File: config.mk
export PLATFORM = sky130hd
export DESIGN_NAME = ecu_gpio_bank
export DESIGN_NICKNAME = d
export VERILOG_FILES = /design/src/rtl/ecu_gpio_pkg.sv /design/src/rtl/ecu_gpio_port.sv /design/src/rtl/ecu_gpio_bank.sv
export SDC_FILE = /design/constraint.sdc
export NUM_CORES = 1
export LEC_CHECK = 0
export ABC_AREA = 1
export CELL_PAD_IN_SITES_DETAIL_PLACEMENT = 0
export CELL_PAD_IN_SITES_GLOBAL_PLACEMENT = 2
export CORE_ASPECT_RATIO = 0.5
export CORE_MARGIN = 3
export CORE_UTILIZATION = 39
export CTS_CLUSTER_DIAMETER = 30
export DETAILED_ROUTE_END_ITERATION = 12
export MAX_ROUTING_LAYER = met4
export PLACE_DENSITY_LB_ADDON = 0.15
export SLEW_MARGIN = 20
export SYNTH_ARGS = -nofsm -noshare
export SYNTH_HDL_FRONTEND = slang
export SYNTH_SLANG_ARGS = --single-unit
File: constraint.sdc
create_clock -name clk_clk -period 3 [get_ports clk_clk]
set_input_delay 0.45 -clock clk_clk [delete_from_list [all_inputs] [get_ports clk_clk]]
set_output_delay 0.45 -clock clk_clk [all_outputs]
set_load 0.01 [all_outputs]
File: src/rtl/ecu_gpio_pkg.sv
// Shared definitions for the ECU GPIO bank: register map within a port
// and the sizing helper for the post-reset warm-up counter.
package ecu_gpio_pkg;

    localparam int REG_BITS = 3;

    localparam logic [REG_BITS-1:0] REG_IN      = 3'd0;
    localparam logic [REG_BITS-1:0] REG_OUT     = 3'd1;
    localparam logic [REG_BITS-1:0] REG_SET     = 3'd2;
    localparam logic [REG_BITS-1:0] REG_CLR     = 3'd3;
    localparam logic [REG_BITS-1:0] REG_TGL     = 3'd4;
    localparam logic [REG_BITS-1:0] REG_RISE_EN = 3'd5;
    localparam logic [REG_BITS-1:0] REG_FALL_EN = 3'd6;
    localparam logic [REG_BITS-1:0] REG_EDGE    = 3'd7;

    // The counter must hold 0..sync_stages+1 inclusive.
    function automatic int warmup_cnt_width(input int sync_stages);
        return $clog2(sync_stages + 2);
    endfunction

endpackage

File: src/rtl/ecu_gpio_port.sv
// One GPIO port: input synchroniser, edge detection and capture, and the
// OUT / RISE_EN / FALL_EN / EDGE registers with their write side effects.
module ecu_gpio_port
    import ecu_gpio_pkg::*;
#(
    parameter int WIDTH       = 32,
    parameter int SYNC_STAGES = 2
) (
    input  logic                clk,
    input  logic                rst_n,
    input  logic                edge_en,
    input  logic                wr_en,
    input  logic [REG_BITS-1:0] reg_sel,
    input  logic [WIDTH-1:0]    wdata,
    input  logic [WIDTH-1:0]    pin,
    output logic [WIDTH-1:0]    rdata,
    output logic [WIDTH-1:0]    gpio_out,
    output logic                edge_any
);

    logic [SYNC_STAGES-1:0][WIDTH-1:0] sync_q;
    logic [WIDTH-1:0] prev_q;
    logic [WIDTH-1:0] out_q;
    logic [WIDTH-1:0] rise_en_q;
    logic [WIDTH-1:0] fall_en_q;
    logic [WIDTH-1:0] edge_q;

    logic [WIDTH-1:0] sync_val;
    logic [WIDTH-1:0] rise;
    logic [WIDTH-1:0] fall;
    logic [WIDTH-1:0] hit;
    logic [WIDTH-1:0] w1c_mask;
    logic [WIDTH-1:0] edge_next;

    assign sync_val = sync_q[SYNC_STAGES-1];
    assign rise     = sync_val & ~prev_q;
    assign fall     = ~sync_val & prev_q;

    always_ff @(posedge clk or negedge rst_n) begin
        if (!rst_n) begin
            sync_q <= '0;
            prev_q <= '0;
        end else begin
            sync_q[0] <= pin;
            for (int i = 1; i < SYNC_STAGES; i++) begin
                sync_q[i] <= sync_q[i-1];
            end
            prev_q <= sync_val;
        end
    end

    // New edges are ORed in after the clear so a coincident edge survives W1C.
    always_comb begin
        hit       = '0;
        w1c_mask  = '0;
        if (edge_en) begin
            hit = (rise & rise_en_q) | (fall & fall_en_q);
        end
        if (wr_en && (reg_sel == REG_EDGE)) begin
            w1c_mask = wdata;
        end
        edge_next = (edge_q & ~w1c_mask) | hit;
    end

    always_ff @(posedge clk or negedge rst_n) begin
        if (!rst_n) begin
            out_q     <= '0;
            rise_en_q <= '0;
            fall_en_q <= '0;
            edge_q    <= '0;
        end else begin
            edge_q <= edge_next;
            if (wr_en) begin
                case (reg_sel)
                    REG_OUT:     out_q     <= wdata;
                    REG_SET:     out_q     <= out_q | wdata;
                    REG_CLR:     out_q     <= out_q & ~wdata;
                    REG_TGL:     out_q     <= out_q ^ wdata;
                    REG_RISE_EN: rise_en_q <= wdata;
                    REG_FALL_EN: fall_en_q <= wdata;
                    default:     ;
                endcase
            end
        end
    end

    always_comb begin
        rdata = '0;
        case (reg_sel)
            REG_IN:      rdata = sync_val;
            REG_OUT:     rdata = out_q;
            REG_RISE_EN: rdata = rise_en_q;
            REG_FALL_EN: rdata = fall_en_q;
            REG_EDGE:    rdata = edge_q;
            default:     rdata = '0;
        endcase
    end

    assign gpio_out = out_q;
    assign edge_any = |edge_q;

endmodule

File: src/rtl/ecu_gpio_bank.sv
// Avalon-MM GPIO bank serving NUM_PORTS ports: address decode, registered
// read path, shared post-reset warm-up counter and the level interrupt.
module ecu_gpio_bank
    import ecu_gpio_pkg::*;
#(
    parameter int WIDTH       = 32,
    parameter int NUM_PORTS   = 3,
    parameter int SYNC_STAGES = 2
) (
    input  logic                                  clk_clk,
    input  logic                                  reset_reset_n,
    input  logic [$clog2(NUM_PORTS)+REG_BITS-1:0] avs_address,
    input  logic                                  avs_read,
    input  logic                                  avs_write,
    input  logic [31:0]                           avs_writedata,
    output logic [31:0]                           avs_readdata,
    output logic                                  avs_readdatavalid,
    input  logic [NUM_PORTS*WIDTH-1:0]            gpio_in,
    output logic [NUM_PORTS*WIDTH-1:0]            gpio_out,
    output logic                                  irq
);

    // Handshake: there is no waitrequest, so avs_read / avs_write are accepted
    // on every cycle they are high; each accepted read produces exactly one
    // avs_readdatavalid pulse on the following cycle, carrying that read's data.

    localparam int PORT_BITS = $clog2(NUM_PORTS);
    localparam int PIW       = (PORT_BITS > 0) ? PORT_BITS : 1;
    localparam int ADDR_W    = PORT_BITS + REG_BITS;
    localparam int CNT_W     = warmup_cnt_width(SYNC_STAGES);
    localparam logic [CNT_W-1:0] CNT_MAX = CNT_W'(SYNC_STAGES + 1);

    logic [PIW-1:0]      port_idx;
    logic                port_valid;
    logic [REG_BITS-1:0] reg_sel;
    logic [CNT_W-1:0]    warm_cnt;
    logic                edge_en;

    logic [WIDTH-1:0]     port_rdata [NUM_PORTS];
    logic [NUM_PORTS-1:0] port_edge_any;
    logic [WIDTH-1:0]     rd_sel;
    logic [31:0]          rd_word;

    assign reg_sel = avs_address[REG_BITS-1:0];

    generate
        if (PORT_BITS > 0) begin : g_idx
            assign port_idx   = avs_address[ADDR_W-1:REG_BITS];
            assign port_valid = (32'(port_idx) < NUM_PORTS);
        end else begin : g_idx_single
            assign port_idx   = '0;
            assign port_valid = 1'b1;
        end
    endgenerate

    // Pins already high at reset would otherwise look like rising edges
    // while the synchroniser and prev flops fill.
    always_ff @(posedge clk_clk or negedge reset_reset_n) begin
        if (!reset_reset_n) begin
            warm_cnt <= '0;
        end else if (warm_cnt != CNT_MAX) begin
            warm_cnt <= warm_cnt + CNT_W'(1);
        end
    end

    assign edge_en = (warm_cnt == CNT_MAX);

    for (genvar p = 0; p < NUM_PORTS; p++) begin : g_port
        ecu_gpio_port #(
            .WIDTH       (WIDTH),
            .SYNC_STAGES (SYNC_STAGES)
        ) u_port (
            .clk      (clk_clk),
            .rst_n    (reset_reset_n),
            .edge_en  (edge_en),
            .wr_en    (avs_write && port_valid && (port_idx == PIW'(p))),
            .reg_sel  (reg_sel),
            .wdata    (avs_writedata[WIDTH-1:0]),
            .pin      (gpio_in[p*WIDTH +: WIDTH]),
            .rdata    (port_rdata[p]),
            .gpio_out (gpio_out[p*WIDTH +: WIDTH]),
            .edge_any (port_edge_any[p])
        );
    end

    always_comb begin
        rd_sel = '0;
        for (int p = 0; p < NUM_PORTS; p++) begin
            if (port_valid && (port_idx == PIW'(p))) begin
                rd_sel = port_rdata[p];
            end
        end
        rd_word              = '0;
        rd_word[WIDTH-1:0]   = rd_sel;
    end

    // Read data is sampled before this edge's writes land, so a same-cycle
    // read of a written register returns the old value.
    always_ff @(posedge clk_clk or negedge reset_reset_n) begin
        if (!reset_reset_n) begin
            avs_readdata      <= '0;
            avs_readdatavalid <= 1'b0;
            irq               <= 1'b0;
        end else begin
            avs_readdatavalid <= avs_read;
            avs_readdata      <= avs_read ? rd_word : 32'h0;
            irq               <= |port_edge_any;
        end
    end

endmodule
Word-level counts from Yosys, hierarchy flattened
Cells that the tools add are included.
Widths: inputs -> output; s select.
{"block": "word_totals", "ff_bits": 708, "output_inout_bits": 130, "wordCells": 117}
{"block": "classes", "add_sub_neg": 1, "order_cmp": 1, "n_eq_ne": 11, "mux": 16, "n_bitwise": 40, "n_reduce_logical": 23}
{"cell": "$and 32x32->32", "n": 18}
{"cell": "$pmux 32 s5", "n": 3}
{"cell": "$pmux 32 s4", "n": 3}
{"cell": "$mux 32", "n": 10}
{"cell": "$not 32->32", "n": 10}
{"cell": "$or 32x32->32", "n": 9}
{"cell": "$reduce_or 96->1", "n": 1}
{"cell": "$xor 32x32->32", "n": 3}
{"cell": "$reduce_and 2->1", "n": 9}
{"cell": "$eq 3x3->1 const B", "n": 4}
{"cell": "$logic_and 1x1->1", "n": 10}
{"cell": "$eq 3x2->1 const B", "n": 2}
{"cell": "$eq 2x2->1 const B", "n": 2}
{"cell": "$reduce_bool 4->1", "n": 1}
{"cell": "$eq 3x1->1 const B", "n": 1}
{"cell": "$logic_not 3->1", "n": 1}
{"cell": "$add 2x1->2 const B", "n": 1}
{"cell": "$eq 2x1->1 const B", "n": 1}
{"cell": "$logic_not 2->1", "n": 1}
{"cell": "$lt 2x2->1 const B", "n": 1}
{"cell": "$ne 2x2->1 const B", "n": 1}

Logic depth before layout (Yosys ltp)
Gate-level depths: netlist of the first run.
{"block": "logic_depth", "word_depth": 8, "depth_mapped": 12, "ltp_nobuf": 10}

By module
From an unflattened synthesis of the first run, not the netlist that was laid out.
{"block": "unflattened", "cells_unflattened": 4176, "hier_area_um2": 34840.9}
{"module": "ecu_gpio_port at g_port[1].u_port ...", "n_inst": 2, "cells_each": 1306, "area_each_um2": 10953.0, "seq_area_each_um2": 5605.4}
{"module": "ecu_gpio_port at g_port[0].u_port", "n_inst": 1, "cells_each": 1305, "area_each_um2": 10960.5, "seq_area_each_um2": 5605.4}
{"module": "ecu_gpio_bank", "n_inst": 1, "cells_each": 259, "area_each_um2": 1974.4, "seq_area_each_um2": 900.9}

Worst setup path after synthesis of the first run
No wires, ideal clock.
{"block": "synth_path", "path_type": "input port to flip-flop", "start": "input avs_address[1]", "end": "register g_port[1].u_port.out_q[0]", "setup_time_ps": 130, "arrival_time_ps": 1530, "t_required_ps": 2870, "setup_slack_ps": 1339, "path_stages": 10, "cell_sequence": "buf_4 nor2_2 nand2_1 nand2_2 inv_2 nand2_2 nand2_1 inv_2 clkbuf_1 o21ai_0"}
{"block": "synth_via", "elab_chain_len": 3}
{"item": "from (decl)", "line_no": "ecu_gpio_bank.sv:12", "rtl": "input logic [$clog2(NUM_PORTS)+REG_BITS-1:0] avs_address,"}
{"item": "$eq 3x1->1 (tied with other cells)", "line_no": "ecu_gpio_port.sv:74", "rtl": "case (reg_sel)"}
{"item": "$reduce_bool 4->1 (no line)"}
{"item": "$reduce_and 2->1 (no line)"}
{"item": "to (signal assigned)", "line_no": "ecu_gpio_port.sv:75", "rtl": "REG_OUT: out_q <= wdata;"}
{"item": "to (signal assigned)", "line_no": "ecu_gpio_port.sv:76", "rtl": "REG_SET: out_q <= out_q | wdata;"}
{"item": "to (signal assigned)", "line_no": "ecu_gpio_port.sv:77", "rtl": "REG_CLR: out_q <= out_q & ~wdata;"}
{"item": "to (decl)", "line_no": "ecu_gpio_port.sv:23", "rtl": "logic [WIDTH-1:0] out_q;"}
Several ways; a longest one is shown, not always the timed one.
A chain may end at the register's enable or synchronous reset.

Final worst setup path of the first run
{"block": "layout_path", "start": "input avs_address[1]", "end": "register avs_readdata[5]"}
{"block": "layout_via", "elab_chain_len": 6}
{"item": "$eq 3x3->1 (tied with other cells)", "line_no": "ecu_gpio_port.sv:89", "rtl": "case (reg_sel)"}
{"item": "$pmux 32 s5", "line_no": "ecu_gpio_port.sv:89"}
{"item": "$mux 32 (2 in a row)", "line_no": "ecu_gpio_bank.sv:89", "rtl": "if (port_valid && (port_idx == PIW'(p))) begin"}
{"item": "$mux 32 (*)", "line_no": "ecu_gpio_bank.sv:89"}
{"item": "$mux 32 (*)", "line_no": "ecu_gpio_bank.sv:106", "rtl": "avs_readdata <= avs_read ? rd_word : 32'h0;"}
{"item": "to (signal assigned)", "line_no": "ecu_gpio_bank.sv:106"}
{"item": "to (decl)", "line_no": "ecu_gpio_bank.sv:16", "rtl": "output logic [31:0] avs_readdata,"}
Every way passes the cells marked *; elsewhere a longest branch is shown, timed or not.

==> results.cfg, run 1 <==
[grt]
grt_pass1_wl_um = 197000
grt_start_max_net_pins = 79
grt-ovfl-total = 0
first_global_vias = 27400
global_route.usage.total_pct = 31.6
antenna_found_initial = 6

[sta]
min_period_over_period_pct = 85.7
finalClockSkew_ns = 0.0335
setup_repair_after_global_routing_missed_its_margin = no
timing.max_slew.rel_slack_pct = 37.3
max_clock_freq_mhz = 389
finalHoldViolCount = 0
final-setup-viol-count = 0
layout_setup_ws_ns = 0.429
worstMarginPinSlew_ns = 0.940
finalWorstPathRequiredPeriod_ns = 2.57
final-max-slew-violation-count = 0

[logic_synthesis]
synth_enable_flop_cells = 0
syn-mean-instance-area_um2 = 8.81
synth.distinct_cells = 35
synth.yosys.warnings = 0
main_flop_type_after_synthesis = sky130_fd_sc_hd__dfrtp_1
yosysSeqAreaShare_pct = 53.5
total_nets_after_synthesis = 4088
synth-async-reset-ratio_pct = 100
synth_top_area_cell = sky130_fd_sc_hd__dfrtp_1
synth.top_cells.by_area = sky130_fd_sc_hd__dfrtp_1 54%, sky130_fd_sc_hd__nand2_1 9.4%, sky130_fd_sc_hd__o21ai_0 8.9%
synthDominantCellAreaShare_pct = 53.5
syn-instance-count = 3758
synth_area_mm2 = 0.0331
ys_ff_latch = 708

[min_path]
worst_hold_path_type = primary input to flip-flop
hold_end = g_port[1].u_port.sync_q[6]$_DFF_PN0_
hold_path_startpoint = gpio_in[38]
hold_path_depth = 1

[placed_design]
post_dp_cell_area_mm2 = 0.0380
hpwlAfterDp_um = 95500
placedCellCount = 5073
gp_congestion = 0.943
pre_cts_slack_ns = -0.169
number_of_input_and_output_port_buffers_inserted = 266

[floorplanning]
core_area_mm2 = 0.0829
initial_cell_density_of_the_core_pct = 40.0
die_y_um = 212
die_area_mm2 = 0.0886
die_width_um = 418
design.portCount = 267
rows = 74

[critical_path]
r2r_setup_slack_ns = 1.05
critical_path_class = primary input to flip-flop
setup.worst_path.start_class = primary input
worst_path_dominant_cell_family = buffers and inverters
path_cells = clkdlybuf4s50_1 -> inv_2 -> nand3_1 -> inv_2 -> buf_12 -> nand2_1 -> nand2_1 -> nor3_1 -> nor2_1 -> buf_4 -> nand2_1 -> inv_1
critical_path.slowest_cell = sky130_fd_sc_hd__clkdlybuf4s50_1
worst_r2r_path_depth = 6
crit-reg2reg-capture = avs_readdata[15]$_DFF_PN0_
critical_path.endpoint_type = flip-flop
worst-path-buf-inv = 6
worst_path_most_repeated_cell = sky130_fd_sc_hd__nand2_1
critical_path_arrival_ns = 3.19
req_time_crit_path_ns = 3.62
critical_path.reg2reg.startpoint = g_port[0].u_port.gpio_out[15]$_DFFE_PN0P_
crit_path_max_fanout = 20
largest_stage_delay_on_the_critical_path_ns = 0.70

[routing]
detail_route.wl_per_cell_um = 25.7
drt-initial-drc-count = 3491
drt.antenna.violating_nets = 0
via_count = 29200
detailedRoute.firstPassIterationCount = 7
vias_per_cell = 5.52
finalWirelength_um = 136000
drc = 0

[outcome]
outcome = complete, no violations

[cts]
cts.path.max_buffers = 3
cts_made_buffers = 119
cts-htree-levels = 3
cts.repair.resized = 0
clk-insertion-delay-late_ns = 0.72
library_cell_used_as_clock_root_buffer = sky130_fd_sc_hd__clkbuf_16
cts_tree = yes
clk_pin_slew_worst_paths_ns = 0.06
numClockSinks = 708

[cells_and_area]
layout.cells.non_filler = 5301
num-fill-cells = 7714
num-nets-final = 4423
finish.instance_area_mm2 = 0.0421
drive_gt1_share_pct = 10.0
syn_to_final_growth_pct = 27.3

[power_and_ir_drop]
max-vdd-ir-drop_v = 0.000441
post-layout-total-power_uw = 30800
cellLeakagePower_uw = 0.0196
power_per_cell_area_mw_per_mm2 = 730

[job]
max-cap-violations = 0
## cell usage after synthesis, types with 11 or more instances
| cell type | number |
|---|---|
| sky130_fd_sc_hd__nor3_1 | 71 |
| sky130_fd_sc_hd__nand4_1 | 58 |
| sky130_fd_sc_hd__nor4_1 | 11 |
| sky130_fd_sc_hd__o21ai_0 | 591 |
| sky130_fd_sc_hd__inv_2 | 11 |
| sky130_fd_sc_hd__o22ai_1 | 64 |
| sky130_fd_sc_hd__nand3_1 | 163 |
| sky130_fd_sc_hd__nand3b_1 | 12 |
| sky130_fd_sc_hd__dfrtp_1 | 708 |
| sky130_fd_sc_hd__o211ai_1 | 88 |
| sky130_fd_sc_hd__nor2_1 | 185 |
| sky130_fd_sc_hd__buf_2 | 72 |
| sky130_fd_sc_hd__a21oi_1 | 153 |
| sky130_fd_sc_hd__inv_1 | 325 |
| sky130_fd_sc_hd__o21ai_1 | 28 |
| sky130_fd_sc_hd__nand2_1 | 830 |
| sky130_fd_sc_hd__ha_1 | 193 |
| sky130_fd_sc_hd__clkbuf_1 | 129 |
## cell type report
cell class                 instances  area [um^2]  area share [%]
timing repair buffer             433         4380            10.4
clock buffer                     136         3130            7.43
antenna                            3         7.51          0.0178
tap                             1102         1380            3.27
clock inverter                    88         1030            2.45
multi-input combinational       2485        13200            31.3
sequential                       708        17700            42.0
inverter                         346         1300            3.09
## cells in the final DEF, fill, tap and decap left out, drive strengths merged, types with 71 or more instances in the layout
cell type / n
a21oi: 153
o21ai: 619
clkbuf: 136
nor2: 192
nand3: 165
inv: 382
clkdlybuf4s50: 263
buf: 169
nand2: 836
dfrtp: 708
nor3: 71
ha: 193
o211ai: 88
## routing by layer
| metal | wire [um] | track usage, % | up-vias |
|---|---|---|---|
| li1 | - | - | 13200 |
| met5 | 0 | - | - |
| met1 | 66400 | 49.9 | 14400 |
| met2 | 51100 | 38.6 | 1408 |
| met4 | 2400 | 6.36 | 0 |
| met3 | 16100 | 9.48 | 162 |
## how the worst max path moves through the flow
stage,start,to,slack [ns],cells past startpoint
2_1_floorplan,avs_address[1],g_port[1].u_port.gpio_out[0]$_DFFE_PN0P_,1.34,10
3_3_place_gp,avs_address[1],avs_readdata[5]$_DFF_PN0_,-0.19,12
3_5_place_dp,avs_address[1],avs_readdata[5]$_DFF_PN0_,-0.17,12
4_1_cts,avs_address[1],avs_readdata[5]$_DFF_PN0_,0.60,12
5_1_grt,avs_address[1],avs_readdata[10]$_DFF_PN0_,0.31,12
6_report,avs_address[1],avs_readdata[5]$_DFF_PN0_,0.43,12
## flip-flops by register name, summed over array words and instances, names as in the netlist
signal and flops:
avs_readdata 32, warm_cnt 2, g_port.u_port.edge_q 96, g_port.u_port.sync_q 96, g_port.u_port.gpio_out 96, irq 1, g_port.u_port.prev_q 96, g_port.u_port.fall_en_q 96
avs_readdatavalid 1, g_port.u_port.rise_en_q 96, g_port.u_port.sync_val 96
## what timing repair did
action | 4_1_cts | 5_1_grt
hold buffers | 1 | 0
setup buffers | 0 | 0
setup endpoints to repair | 0 | 0
hold endpoints to repair | 39 | 0
## where the power goes
group          total, uW  internal, uW  switching [uW]
sequential         11900         10700            1220
clock              14200          8740            5490
combinational       4660          1900            2760
## per-stage QoR
step,hold slack (ns),util [%],TNS (ns)
2_1_floorplan,0.154,-,0
6_report,0.168,50.9,0
3_3_place_gp,0.332,45.8,-0.543
4_1_cts,0.119,50.9,0
5_1_grt,0.131,50.9,0
3_5_place_dp,0.335,45.8,-0.466
## cell families (layout without fill, tap and decap cells)
group	count (synthesis)	count (layout)	synth area share [%]
fa+ha+maj	193	193	7.29
flops	708	708	53.5
simple gates	1347	1347	17.0
compound gates	943	943	15.3
xor+xnor	1	1	0.0265
other cells	0	3	0
buf+inv	565	1003	6.81
mux	1	1	0.0340
(Power assumes the default switching activity.)
==> run 2, diff against run 1 <==
--- a/config.mk
+++ b/config.mk
@@ -9,7 +9,6 @@
 export CELL_PAD_IN_SITES_DETAIL_PLACEMENT = 0
 export CELL_PAD_IN_SITES_GLOBAL_PLACEMENT = 2
 export CORE_ASPECT_RATIO = 0.5
-export CORE_MARGIN = 3
 export CORE_UTILIZATION = 39
 export CTS_CLUSTER_DIAMETER = 30
 export DETAILED_ROUTE_END_ITERATION = 12
==> run 2 against run 1 <==
Net effect: global-route usage shrank 0.093 points; clock skew shrank 0.0020 ns; worst setup slack gained 0.21 ns; combinational power shrank 2%; highest routed layer unchanged; sequential share of layout area is essentially flat; largest cell class unchanged; power is essentially flat; via count shrank 1.9%; sequential cell count is the same; sequential power is essentially flat; clock power is essentially flat.
==> results.cfg, run 2 (same netlist as run 1, synthesis figures left out) <==
[routing]
finalWirelength_um = 132000
via_count = 28700
vias_per_cell = 5.40
drc = 0
detailedRoute.firstPassIterationCount = 8
drt.antenna.violating_nets = 0
drt-initial-drc-count = 3270
detail_route.wl_per_cell_um = 24.9

[sta]
max_clock_freq_mhz = 424
finalHoldViolCount = 0
min_period_over_period_pct = 78.6
setup_tns_after_final_layout_ns = 0
finalWorstPathRequiredPeriod_ns = 2.36
timing.max_slew.rel_slack_pct = 36.6
finalClockSkew_ns = 0.0315
final-setup-viol-count = 0
setup_repair_after_global_routing_missed_its_margin = no
worstMarginPinSlew_ns = 0.950
layout_setup_ws_ns = 0.642
final-max-slew-violation-count = 0

[grt]
antenna_found_initial = 5
grt-ovfl-total = 0
global_route.usage.total_pct = 31.5
grt_pass1_wl_um = 192000
first_global_vias = 27400
grt_start_max_net_pins = 102

[floorplanning]
die_area_mm2 = 0.0861
core_area_mm2 = 0.0839
rows = 75
die_width_um = 414
design.portCount = 267
die_y_um = 208
initial_cell_density_of_the_core_pct = 39.5

[outcome]
outcome = complete, no violations

[cts]
clk_pin_slew_worst_paths_ns = 0.06
post-cts-setup-buffer-count = 0
cts.repair.resized = 0
cts.path.max_buffers = 3
cts_tree = yes
library_cell_used_as_clock_root_buffer = sky130_fd_sc_hd__clkbuf_16
cts-htree-levels = 3
clk-insertion-delay-late_ns = 0.73
cts_hold_buf = 1
cts_made_buffers = 120
numClockSinks = 708

[critical_path]
req_time_crit_path_ns = 2.55
critical_path_class = flip-flop to output pin
worst_path_dominant_cell_family = buffers and inverters
critical_path.slowest_cell = sky130_fd_sc_hd__clkdlybuf4s50_1
endpoint = gpio_out[46]
crit_path_max_fanout = 4
critical_path.reg2reg.startpoint = g_port[2].u_port.edge_q[31]$_DFF_PN0_
worst-path-buf-inv = 1
worst_r2r_path_depth = 6
critical_path_arrival_ns = 1.91
crit-reg2reg-capture = irq$_DFF_PN0_
crit_start = g_port[1].u_port.gpio_out[14]$_DFFE_PN0P_
crit_cells = 1
critical_path.endpoint_type = output pin
path_cells = clkdlybuf4s50_1
setup.worst_path.start_class = flip-flop
r2r_setup_slack_ns = 1.22
largest_stage_delay_on_the_critical_path_ns = 0.70

[cells_and_area]
layout.cells.non_filler = 5309
num-nets-final = 4412
syn_to_final_growth_pct = 27.4
drive_gt1_share_pct = 9.93
finish.instance_area_mm2 = 0.0422
fin_util_pct = 50.3
layout.cells.most_common = sky130_fd_sc_hd__nand2_1
final_cell_mix = 828 x sky130_fd_sc_hd__nand2_1, 708 x sky130_fd_sc_hd__dfrtp_1, 591 x sky130_fd_sc_hd__o21ai_0

[placed_design]
gp_congestion = 0.946
hpwlAfterDp_um = 92400
placedCellCount = 5075
post_dp_cell_area_mm2 = 0.0379
pre_cts_slack_ns = 0.0949
number_of_input_and_output_port_buffers_inserted = 266

[power_and_ir_drop]
power_per_cell_area_mw_per_mm2 = 729
max-vdd-ir-drop_v = 0.000428
cellLeakagePower_uw = 0.0195

[job]
max-cap-violations = 0

[min_path]
worst_hold_path_type = primary input to flip-flop
hold_path_startpoint = gpio_in[7]
run 2: cell count changes in the layout (fill, tap and decap cells not counted), moves of 3 or more:
| cell | delta |
|---|---|
| sky130_fd_sc_hd__clkinvlp_4 | +3 |
| sky130_fd_sc_hd__buf_4 | -15 |
| sky130_fd_sc_hd__clkinv_4 | +7 |
| sky130_fd_sc_hd__inv_8 | -3 |
| sky130_fd_sc_hd__buf_12 | +3 |
run 2: power by group:
| group | internal [uW] | switching, uW |
|---|---|---|
| Combinational | 1890 | 2690 |
| Clock | 8750 | 5580 |
| Sequential | 10700 | 1180 |
run 2: how the worst min path moves through the flow:
stage | cells after the start | endpoint | slack (ns)
2_1_floorplan | 0 | avs_readdata[0]$_DFF_PN0_ | 0.15
3_3_place_gp | 0 | g_port[1].u_port.sync_val[21]$_DFF_PN0_ | 0.33
3_5_place_dp | 0 | g_port[0].u_port.sync_val[11]$_DFF_PN0_ | 0.33
4_1_cts | 1 | g_port[0].u_port.sync_q[3]$_DFF_PN0_ | 0.11
5_1_grt | 1 | g_port[0].u_port.sync_q[7]$_DFF_PN0_ | 0.14
6_report | 1 | g_port[0].u_port.sync_q[7]$_DFF_PN0_ | 0.16
run 2: through the flow:
step / hold WS (ns) / power [uW]
2_1_floorplan: 0.154 / 13700
3_3_place_gp: 0.331 / 16400
3_5_place_dp: 0.335 / 16500
4_1_cts: 0.110 / 30900
5_1_grt: 0.138 / 32100
6_report: 0.158 / 30700
run 2: final cells by class:
| type | instances | area (um^2) |
|---|---|---|
| Sequential cell | 708 | 17700 |
| Multi-Input combinational cell | 2485 | 13200 |
| Inverter | 346 | 1300 |
| Tap cell | 1116 | 1400 |
| Fill cell | 7909 | 41700 |
| Clock buffer | 138 | 3200 |
| Timing Repair Buffer | 421 | 4320 |
| Clock inverter | 91 | 1030 |
| Antenna cell | 4 | 10.0 |
run 2: layer usage:
layer  share of wire (%)  wire, um  track usage [%]
met1                  48     63700             47.5
met2                  38     50100             38.8
met3                  12     16000             11.8
met4                 1.7      2190             7.19
met5                   0         0                -
==> run 3, diff against run 2 <==
--- a/config.mk
+++ b/config.mk
@@ -9,7 +9,7 @@
 export CELL_PAD_IN_SITES_DETAIL_PLACEMENT = 0
 export CELL_PAD_IN_SITES_GLOBAL_PLACEMENT = 2
 export CORE_ASPECT_RATIO = 0.5
-export CORE_UTILIZATION = 39
+export CORE_UTILIZATION = 33
 export CTS_CLUSTER_DIAMETER = 30
 export DETAILED_ROUTE_END_ITERATION = 12
 export MAX_ROUTING_LAYER = met4
==> constraint.sdc (replaced) <==
create_clock -name clk_clk -period 2.1 [get_ports clk_clk]
set_input_delay 0.315 -clock clk_clk [delete_from_list [all_inputs] [get_ports clk_clk]]
set_output_delay 0.315 -clock clk_clk [all_outputs]
set_load 0.01 [all_outputs]
==> run 3 against run 2 <==
Net effect: final area increased by 9.4%; hold slack got worse by 0.11 ns; sequential cell count unchanged; non-clock buffer count increased by 314; clock skew down 0.0020 ns; worst setup slack worse by 0.59 ns; clock power up 62%; first-iteration DRC count shrank 9.1%; largest cell class unchanged.
==> results.cfg, run 3 (same netlist as run 1, synthesis figures left out) <==
[critical_path]
critical_path_class = flip-flop to output pin
r2r_setup_slack_ns = 0.28
crit_path_max_fanout = 4
req_time_crit_path_ns = 1.78
largest_stage_delay_on_the_critical_path_ns = 0.58
setup.worst_path.start_class = flip-flop
worst-path-buf-inv = 1
worst_path_dominant_cell_family = buffers and inverters
worst_r2r_path_depth = 6
crit_start = g_port[0].u_port.gpio_out[8]$_DFFE_PN0P_
critical_path.endpoint_type = output pin
crit-reg2reg-capture = irq$_DFF_PN0_
endpoint = gpio_out[8]
critical_path_arrival_ns = 1.73
path_cells = clkdlybuf4s50_1
critical_path.slowest_cell = sky130_fd_sc_hd__clkdlybuf4s50_1
critical_path.reg2reg.startpoint = g_port[2].u_port.edge_q[31]$_DFF_PN0_
crit_cells = 1

[power_and_ir_drop]
max-vdd-ir-drop_v = 0.000822
cellLeakagePower_uw = 0.0215
power_per_cell_area_mw_per_mm2 = 1030
post-layout-total-power_uw = 47400

[routing]
drt.antenna.violating_nets = 0
drc = 0
detailedRoute.firstPassIterationCount = 6
vias_per_cell = 5.11
detail_route.wl_per_cell_um = 24.1
via_count = 29900
finalWirelength_um = 141000
drt-initial-drc-count = 2973

[grt]
global_route.usage.total_pct = 28.6
grt_pass1_wl_um = 204000
grt_start_max_net_pins = 87
first_global_vias = 28700
grt-ovfl-total = 0
antenna_found_initial = 10

[sta]
final-max-slew-violation-count = 0
final-setup-viol-count = 0
setup_repair_after_global_routing_missed_its_margin = no
timing.max_slew.rel_slack_pct = 58.3
max_clock_freq_mhz = 489
worstMarginPinSlew_ns = 0.625
timing.hold.ws_ns = 0.0482
finalClockSkew_ns = 0.0296
finalHoldViolCount = 0
finalWorstPathRequiredPeriod_ns = 2.04
min_period_over_period_pct = 97.3

[job]
max-cap-violations = 0

[cts]
cts_tree = yes
cts_made_buffers = 132
clk-insertion-delay-late_ns = 0.74
library_cell_used_as_clock_root_buffer = sky130_fd_sc_hd__clkbuf_16
cts-htree-levels = 4
clk_pin_slew_worst_paths_ns = 0.05
numClockSinks = 708
cts.path.max_buffers = 3

[outcome]
outcome = complete, no violations

[floorplanning]
die_width_um = 450
die_area_mm2 = 0.102
design.portCount = 267
core_area_mm2 = 0.0986
initial_cell_density_of_the_core_pct = 33.6
rows = 81
die_y_um = 226

[cells_and_area]
layout.cells.most_common = sky130_fd_sc_hd__nand2_1
syn_to_final_growth_pct = 39.4
num-fill-cells = 9450
final_cell_mix = 828 x sky130_fd_sc_hd__nand2_1, 668 x sky130_fd_sc_hd__dfrtp_1, 591 x sky130_fd_sc_hd__o21ai_0
finish.instance_area_mm2 = 0.0461
drive_gt1_share_pct = 15.1
num-nets-final = 4738

[placed_design]
number_of_input_and_output_port_buffers_inserted = 266
hpwlAfterDp_um = 103000
post_dp_cell_area_mm2 = 0.0402
gp_congestion = 0.908

[min_path]
worst_hold_path_type = primary input to asynchronous set/reset pin
==> run 3: cell count changes in the layout (fill, tap and decap cells not counted), sizes merged <==
cell	delta
inv	-17
dlygate4sd2	+37
clkbuf	+25
clkinv	-7
buf	+219
dlygate4sd3	+95
diode	+3
bufinv	+13
clkdlybuf4s50	-37
==> run 3: metrics by stage <==
step / setup slack [ns] / utilization (%) / std cells / setup TNS [ns]
CTS: 0.000287 / 46.8 / 5845 / 0
global placement: -0.574 / 40.8 / 5490 / -75.88
finish: 0.0558 / 46.8 / 5852 / 0
global route: 0.00266 / 46.8 / 5848 / 0
detailed placement: -0.534 / 40.8 / 5490 / -83.59
floorplan: 0.549 / - / 3758 / 0
==> run 3: what timing repair did <==
action / 4_1_cts / 5_1_grt
setup endpoints to repair: 75 / 0
setup buffers: 16 / 0
hold endpoints to repair: 439 / 0
hold buffers: 96 / 0
resized for setup: 77 / 0
==> run 3: cell type report <==
class | instances | area [um^2] | share of cell area, %
antenna | 7 | 17.5 | 0.0380
clock buffer | 163 | 3620 | 7.86
clock inverter | 80 | 1180 | 2.56
inverter | 346 | 1300 | 2.82
multi-input combinational | 2485 | 13200 | 28.6
sequential | 708 | 17800 | 38.5
tap | 1328 | 1660 | 3.60
timing repair buffer | 735 | 7390 | 16.0
==> run 3: routing by layer <==
layer	routed length [um]	up-vias	share of wire (%)	GRT usage [%]
li1	-	13900	-	-
met4	2190	0	1.6	6.74
met1	72200	14800	51	44.2
met2	53500	1112	38	35.9
met5	0	-	0	-
met3	12900	139	9.1	7.68
==> run 3: where the power goes <==
part	switching (uW)	internal, uW
Clock	7910	15200
Combinational	4260	3150
Sequential	1580	15300
Total	13800	33700
==> run 3: how the worst min path moves through the flow <==
stage | from | endpoint | slack, ns | depth (start not counted)
final | reset_reset_n | g_port[0].u_port.rise_en_q[6]$_DFFE_PN0P_ | 0.05 | 2
after global routing | reset_reset_n | g_port[0].u_port.rise_en_q[6]$_DFFE_PN0P_ | 0.04 | 2
after detailed placement | reset_reset_n | g_port[0].u_port.rise_en_q[6]$_DFFE_PN0P_ | 0.22 | 1
after global placement | reset_reset_n | g_port[0].u_port.edge_q[6]$_DFF_PN0_ | 0.22 | 1
after floorplan | reset_reset_n | avs_readdata[0]$_DFF_PN0_ | 0.02 | 0
after CTS | reset_reset_n | g_port[0].u_port.rise_en_q[6]$_DFFE_PN0P_ | 0.0007 | 2
